--- config.mk ---
export PLATFORM = sky130hd
export DESIGN_NAME = key_expander
export DESIGN_NICKNAME = d
export VERILOG_FILES = /design/src/rtl/aes_pkg.sv /design/src/rtl/sub_word.sv /design/src/rtl/key_expander.sv
export SDC_FILE = /design/constraint.sdc
export NUM_CORES = 2
export LEC_CHECK = 0
export CORE_MARGIN = 2
export CORE_UTILIZATION = 55
export CTS_CLUSTER_SIZE = 25
export DETAILED_ROUTE_END_ITERATION = 7
export PLACE_DENSITY = 0.75
export SLEW_MARGIN = 20
export SYNTH_ARGS = -nofsm -noshare
export SYNTH_HDL_FRONTEND = slang
export SYNTH_HIERARCHICAL = 1
export SYNTH_SLANG_ARGS = --single-unit
--- constraint.sdc ---
create_clock -name clk -period 6.93 [get_ports clk]
set_clock_uncertainty 0.15 [all_clocks]
set_input_delay 1.0395 -clock clk [delete_from_list [all_inputs] [get_ports clk]]
set_output_delay 1.0395 -clock clk [all_outputs]
set_load 0.05 [all_outputs]
--- src/rtl/aes_pkg.sv ---
// Shared AES-128 key-schedule definitions: round count, rcon constants,
// FSM state type, the forward S-box and small GF(2^8) helpers.
package aes_pkg;

    localparam int         NUM_ROUNDS = 10;
    localparam logic [7:0] RCON_INIT  = 8'h01;
    localparam logic [7:0] XTIME_POLY = 8'h1B;

    typedef enum logic [1:0] {
        IDLE   = 2'd0,
        EXPAND = 2'd1,
        DONE   = 2'd2
    } state_t;

    // Forward AES S-box, entry i is SubBytes(i).
    localparam logic [7:0] SBOX [256] = '{
        8'h63, 8'h7c, 8'h77, 8'h7b, 8'hf2, 8'h6b, 8'h6f, 8'hc5, 8'h30, 8'h01, 8'h67, 8'h2b, 8'hfe, 8'hd7, 8'hab, 8'h76,
        8'hca, 8'h82, 8'hc9, 8'h7d, 8'hfa, 8'h59, 8'h47, 8'hf0, 8'had, 8'hd4, 8'ha2, 8'haf, 8'h9c, 8'ha4, 8'h72, 8'hc0,
        8'hb7, 8'hfd, 8'h93, 8'h26, 8'h36, 8'h3f, 8'hf7, 8'hcc, 8'h34, 8'ha5, 8'he5, 8'hf1, 8'h71, 8'hd8, 8'h31, 8'h15,
        8'h04, 8'hc7, 8'h23, 8'hc3, 8'h18, 8'h96, 8'h05, 8'h9a, 8'h07, 8'h12, 8'h80, 8'he2, 8'heb, 8'h27, 8'hb2, 8'h75,
        8'h09, 8'h83, 8'h2c, 8'h1a, 8'h1b, 8'h6e, 8'h5a, 8'ha0, 8'h52, 8'h3b, 8'hd6, 8'hb3, 8'h29, 8'he3, 8'h2f, 8'h84,
        8'h53, 8'hd1, 8'h00, 8'hed, 8'h20, 8'hfc, 8'hb1, 8'h5b, 8'h6a, 8'hcb, 8'hbe, 8'h39, 8'h4a, 8'h4c, 8'h58, 8'hcf,
        8'hd0, 8'hef, 8'haa, 8'hfb, 8'h43, 8'h4d, 8'h33, 8'h85, 8'h45, 8'hf9, 8'h02, 8'h7f, 8'h50, 8'h3c, 8'h9f, 8'ha8,
        8'h51, 8'ha3, 8'h40, 8'h8f, 8'h92, 8'h9d, 8'h38, 8'hf5, 8'hbc, 8'hb6, 8'hda, 8'h21, 8'h10, 8'hff, 8'hf3, 8'hd2,
        8'hcd, 8'h0c, 8'h13, 8'hec, 8'h5f, 8'h97, 8'h44, 8'h17, 8'hc4, 8'ha7, 8'h7e, 8'h3d, 8'h64, 8'h5d, 8'h19, 8'h73,
        8'h60, 8'h81, 8'h4f, 8'hdc, 8'h22, 8'h2a, 8'h90, 8'h88, 8'h46, 8'hee, 8'hb8, 8'h14, 8'hde, 8'h5e, 8'h0b, 8'hdb,
        8'he0, 8'h32, 8'h3a, 8'h0a, 8'h49, 8'h06, 8'h24, 8'h5c, 8'hc2, 8'hd3, 8'hac, 8'h62, 8'h91, 8'h95, 8'he4, 8'h79,
        8'he7, 8'hc8, 8'h37, 8'h6d, 8'h8d, 8'hd5, 8'h4e, 8'ha9, 8'h6c, 8'h56, 8'hf4, 8'hea, 8'h65, 8'h7a, 8'hae, 8'h08,
        8'hba, 8'h78, 8'h25, 8'h2e, 8'h1c, 8'ha6, 8'hb4, 8'hc6, 8'he8, 8'hdd, 8'h74, 8'h1f, 8'h4b, 8'hbd, 8'h8b, 8'h8a,
        8'h70, 8'h3e, 8'hb5, 8'h66, 8'h48, 8'h03, 8'hf6, 8'h0e, 8'h61, 8'h35, 8'h57, 8'hb9, 8'h86, 8'hc1, 8'h1d, 8'h9e,
        8'he1, 8'hf8, 8'h98, 8'h11, 8'h69, 8'hd9, 8'h8e, 8'h94, 8'h9b, 8'h1e, 8'h87, 8'he9, 8'hce, 8'h55, 8'h28, 8'hdf,
        8'h8c, 8'ha1, 8'h89, 8'h0d, 8'hbf, 8'he6, 8'h42, 8'h68, 8'h41, 8'h99, 8'h2d, 8'h0f, 8'hb0, 8'h54, 8'hbb, 8'h16
    };

    function automatic logic [7:0] sbox(input logic [7:0] b);
        return SBOX[b];
    endfunction

    // Multiply by x in GF(2^8): shift left, reduce if the old MSB was set.
    function automatic logic [7:0] xtime(input logic [7:0] b);
        return {b[6:0], 1'b0} ^ (b[7] ? XTIME_POLY : 8'h00);
    endfunction

    // One-byte left rotate: the MSB byte moves to the LSB byte.
    function automatic logic [31:0] rot_word(input logic [31:0] w);
        return {w[23:0], w[31:24]};
    endfunction

endpackage

--- src/rtl/sub_word.sv ---
// SubWord: applies the AES S-box to each byte of a 32-bit word.
// Purely combinational.
module sub_word
    import aes_pkg::*;
(
    input  logic [31:0] word_in,
    output logic [31:0] word_out
);

    // Four independent byte substitutions.
    always_comb begin
        word_out = {sbox(word_in[31:24]), sbox(word_in[23:16]),
                    sbox(word_in[15:8]),  sbox(word_in[7:0])};
    end

endmodule

--- src/rtl/key_expander.sv ---
// AES-128 key expander. A key_load in IDLE or DONE stores the cipher key in
// slot 0, then one round key per clock is derived into slots 1..10. All 11
// round keys remain readable through a combinational rd_idx/rd_key port.
module key_expander
    import aes_pkg::*;
(
    input  logic         clk,
    input  logic         n_rst,
    input  logic [127:0] key_in,
    input  logic         key_load,
    output logic         busy,
    output logic         key_ready,
    input  logic [3:0]   rd_idx,
    output logic [127:0] rd_key
);

    localparam int         NUM_SLOTS  = NUM_ROUNDS + 1;
    localparam logic [3:0] LAST_ROUND = 4'(NUM_ROUNDS);

    state_t         state;
    state_t         next_state;
    logic [3:0]     round_cnt;
    logic [7:0]     rcon;
    logic [127:0]   key_store [NUM_SLOTS];

    logic           load_accept;
    logic [127:0]   prev_key;
    logic [127:0]   next_key;
    logic [31:0]    w0, w1, w2, w3;
    logic [31:0]    n0, n1, n2, n3;
    logic [31:0]    sub_out;

    // A load is honoured only outside EXPAND; mid-expansion requests are dropped.
    assign load_accept = key_load && (state != EXPAND);

    assign busy      = (state == EXPAND);
    assign key_ready = (state == DONE);

    // State register.
    // NOTE: every clocked block uses <= so all registers sample the
    // pre-edge values of one another, independent of block ordering.
    always_ff @(posedge clk or negedge n_rst) begin
        if (!n_rst) state <= IDLE;
        else        state <= next_state;
    end

    // Next-state logic: IDLE/DONE -> EXPAND on load, EXPAND -> DONE after slot 10.
    // NOTE: next_state gets its default before the case so no path through
    // this block leaves it unassigned, which would otherwise infer a latch.
    always_comb begin
        next_state = state;
        case (state)
            IDLE:    if (key_load) next_state = EXPAND;
            EXPAND:  if (round_cnt == LAST_ROUND) next_state = DONE;
            DONE:    if (key_load) next_state = EXPAND;
            default: next_state = IDLE;
        endcase
    end

    // Round counter and rcon: restart on load, advance once per slot write.
    always_ff @(posedge clk or negedge n_rst) begin
        if (!n_rst) begin
            round_cnt <= 4'd0;
            rcon      <= RCON_INIT;
        end else if (load_accept) begin
            round_cnt <= 4'd1;
            rcon      <= RCON_INIT;
        end else if (state == EXPAND) begin
            round_cnt <= round_cnt + 4'd1;
            rcon      <= xtime(rcon);
        end
    end

    // Source for the next round key: the slot written on the previous edge.
    always_comb begin
        prev_key = '0;
        if (round_cnt != 4'd0 && round_cnt <= LAST_ROUND) begin
            prev_key = key_store[round_cnt - 4'd1];
        end
    end

    assign w0 = prev_key[127:96];
    assign w1 = prev_key[95:64];
    assign w2 = prev_key[63:32];
    assign w3 = prev_key[31:0];

    sub_word u_sub_word (
        .word_in  (rot_word(w3)),
        .word_out (sub_out)
    );

    // Chained word XORs of one AES-128 key-schedule round.
    always_comb begin
        n0       = w0 ^ sub_out ^ {rcon, 24'h0};
        n1       = w1 ^ n0;
        n2       = w2 ^ n1;
        n3       = w3 ^ n2;
        next_key = {n0, n1, n2, n3};
    end

    // Round-key store: slot 0 on load, slot round_cnt during EXPAND.
    // NOTE: the store is cleared by reset on purpose, so nothing from a
    // previous key can be read back after reset; this costs a reset net on
    // every bit and keeps the store out of plain RAM macros.
    always_ff @(posedge clk or negedge n_rst) begin
        if (!n_rst) begin
            for (int i = 0; i < NUM_SLOTS; i++) key_store[i] <= '0;
        end else if (load_accept) begin
            key_store[0] <= key_in;
        end else if (state == EXPAND) begin
            key_store[round_cnt] <= next_key;
        end
    end

    // Combinational read port; indices beyond slot 10 read as zero.
    always_comb begin
        rd_key = '0;
        if (rd_idx <= LAST_ROUND) rd_key = key_store[rd_idx];
    end

endmodule

==> impl_metrics.tcl <==
set metrics [dict create \
    chipWidth_microns 409.7 \
    grt_pass1_vias 83160 \
    yosysSeqAreaShare_pct 39.31 \
    port_buffers 264 \
    hold_viol 0 \
    layout_setup_ws_ns -0.04000 \
    overflow 0 \
    syn_area_per_cell_sq_um 10.08 \
    vias 84560 \
    yosys-top-cells-count "dfrtp_1, nand2_1, o21ai_0" \
    dp.final_hpwl_microns 274600 \
    finalCritPeriodShare_pct 100.6 \
    routed_wl_microns 412700 \
    gp_congestion 1.096 \
    cts-root-buf "clkbuf_16" \
    drv_slew 0 \
    clock_path_buffers 3 \
    synth_fp_nets 9175 \
    htree_levels 4 \
    grt_max_degree 189 \
    maxCapViolCount 0 \
    synth_largest_area_cell "dfrtp_1" \
    drcViolationCount 0 \
    syn-cell-area_sq_um 90530 \
    core_sq_um 163100 \
    clock-sinks 1422 \
    ios 265 \
    wire_per_inst_microns 36.13 \
    synth_cells 8980 \
    slowest_stage "a211oi_1" \
    gr-usage-all-layers_pct 48.71 \
    hold_path.class "in2async" \
    synth.most_common_cell "dfrtp_1" \
    grt_pass1_wl_microns 596000 \
    dieArea_sq_um 167900 \
    fin_crit_ns 6.970 \
    crit_type "reg2reg" \
    async_reset_ff_share_pct 100.0 \
    nets 9302 \
    cts_buffers 151 \
    clk_pin_slew_worst_paths_ns 0.06 \
    crit_required_ns 7.56 \
    synthFlopType "dfrtp_1" \
    yosys.cell_types.count 109 \
    status "finished with violations" \
    relSlewSlack_pct 13.05 \
    clock_latency_ns 0.87 \
    drive_gt1_share_pct 22.69 \
    synth-edff-count 0 \
    end_kind "flip-flop" \
    dr.pass1.iters 7 \
    die_h_microns 409.7 \
    synth-seq-cells 1422 \
    setup_viol 2 \
    timing.hold.ws_ns 0.07596 \
    start_util_pct 55.49 \
    cp-start-kind "flip-flop" \
    drt-initial-drc-count 13120 \
    tightest_slew_ns 1.304 \
    ys_warn_count 6 \
    ctsHoldBuffers 0 \
    synth_top_area_share_pct 39.28 \
    final_util_pct 63.48 \
    cts_tree "done" \
    synth_area_leaders "dfrtp_1, mux4_2, nand2_1, o21ai_0, mux2_2" \
    max_freq_mhz 143.5 \
    violations "negative setup slack" \
    critPathMaxStageDelay_ns 0.73 \
    ant_nets 0 \
    crit_chain "inv_1 -> ha_4 -> xor2_4 -> buf_6 -> nand2_1 -> a21oi_1 -> a31oi_2 -> nor2_4 -> nor2_1 -> buf_4 -> nor3_1 -> a211oi_1 -> nor3_1 -> a221oi_1 -> a211oi_1 -> buf_4 -> xor2_4 -> xor2_4 -> and2b_1 -> buf_4 -> a221o_1" \
    area_growth_pct 14.39 \
    rsz0062_at_grt "no" \
    arrival_ns 7.60 \
    antenna_found_initial 34 \
    cp_max_fo 27 \
    viasPerCell 7.403 \
    rows 148 \
]
-- path summary, 6_finish.rpt --
check                      cells after the start      startpoint              end  slack, ns
max in group asynchronous                      3           n_rst   key_store[543]       4.89
min reg2reg                                    2  key_store[766]   key_store[766]       0.35
min in group clk                               2  key_store[766]   key_store[766]       0.35
max reg2reg                                   21    round_cnt[0]  key_store[1326]      -0.04
min                                            1           n_rst   key_store[618]       0.08
max                                           21    round_cnt[0]  key_store[1326]      -0.04
-- cells in the final DEF (no fill, tap or decap), drive strengths merged, types with 23 or more instances in the layout --
cell type,Yosys,routed
a311oi,38,38
mux2i,293,293
a22oi,70,70
clkdlybuf4s50,0,257
nor2b,69,69
nand2,1411,1411
nor2,360,361
nor4,29,29
dfrtp,1421,1421
buf,360,636
ha,60,60
a21oi,427,427
mux4,525,525
o21ai,1174,1174
o31ai,30,30
a31oi,117,117
a211oi,84,84
mux2,513,513
a22o,65,65
xor2,60,60
o311ai,32,32
o211ai,52,52
nand2b,88,88
and3,28,28
o22ai,150,150
inv,61,65
xnor2,102,102
a221oi,23,23
nor3,135,135
clkbuf,561,210
clkinv,4,44
nand3,170,170
a221o,134,134
-- what timing repair did --
item                       4_1_cts  5_1_grt
gates resized for setup          3       26
setup endpoints to repair       39      325
buffers inserted                 0        4
gates cloned                     0        2
pin swaps                        0        6
-- registers in the layout, summed over array words and instances, names as in the netlist --
signal	count
round_cnt	4
state	2
rcon	8
key_store	1408
-- worst max-delay path: cells and delay by family (launching register included) --
| kind | cells | cell delay (ns) |
|---|---|---|
| adders and majority gates | 1 | 0.31 |
| xor gates and xnor gates | 3 | 1.27 |
| AOI/OAI and AO/OA | 6 | 1.51 |
| buffers and inverters | 5 | 1.30 |
| and+or+nand+nor | 6 | 1.80 |
| DFF | 1 | 0.54 |
-- logic make-up after synthesis --
kind of cell    count (synthesis)  synth area share [%]
compound gates               2617                 18.13
simple gates                 2402                 11.54
flops                        1422                 39.31
mux                          1331                 22.68
buf+inv                       986                 4.895
xor+xnor                      162                 2.612
fa+ha+maj                      60                0.8293
-- cell type report --
cell class | count | area (sq um)
Clock buffer | 209 | 4388
Antenna cell | 19 | 47.55
Sequential cell | 1422 | 35590
Fill cell | 12450 | 59590
Timing Repair Buffer | 894 | 8499
Clock inverter | 65 | 972.2
Tap cell | 2175 | 2721
Inverter | 65 | 249.0
Multi-Input combinational cell | 6573 | 51090
-- metrics by stage --
| stage | setup TNS (ns) | worst slack (ns) | instance area [sq um] | std cells |
|---|---|---|---|---|
| 6_report | -0.04115 | -0.04000 | 103600 | 11420 |
| 5_1_grt | 0 | 0.005414 | 103500 | 11410 |
| 4_1_cts | 0 | 0.01292 | 103200 | 11400 |
| 3_5_place_dp | -1.412 | -0.1100 | 97860 | 11120 |
| 3_3_place_gp | -2.309 | -0.1594 | 97850 | 11120 |
| 2_1_floorplan | 0 | 0.01501 | 90650 | 8980 |
-- per-layer routing --
layer / track usage [%] / vias to the layer above / wire length (microns)
met5: 0.9195 / - / 477
met4: 37.04 / 37 / 39050
met3: 18.07 / 1794 / 58670
met2: 69.15 / 7033 / 173200
met1: 60.28 / 42100 / 141400
li1: - / 33600 / -
Power is not shown: default switching activity piles up to over one toggle a cycle in this logic, so the estimate is an artifact.
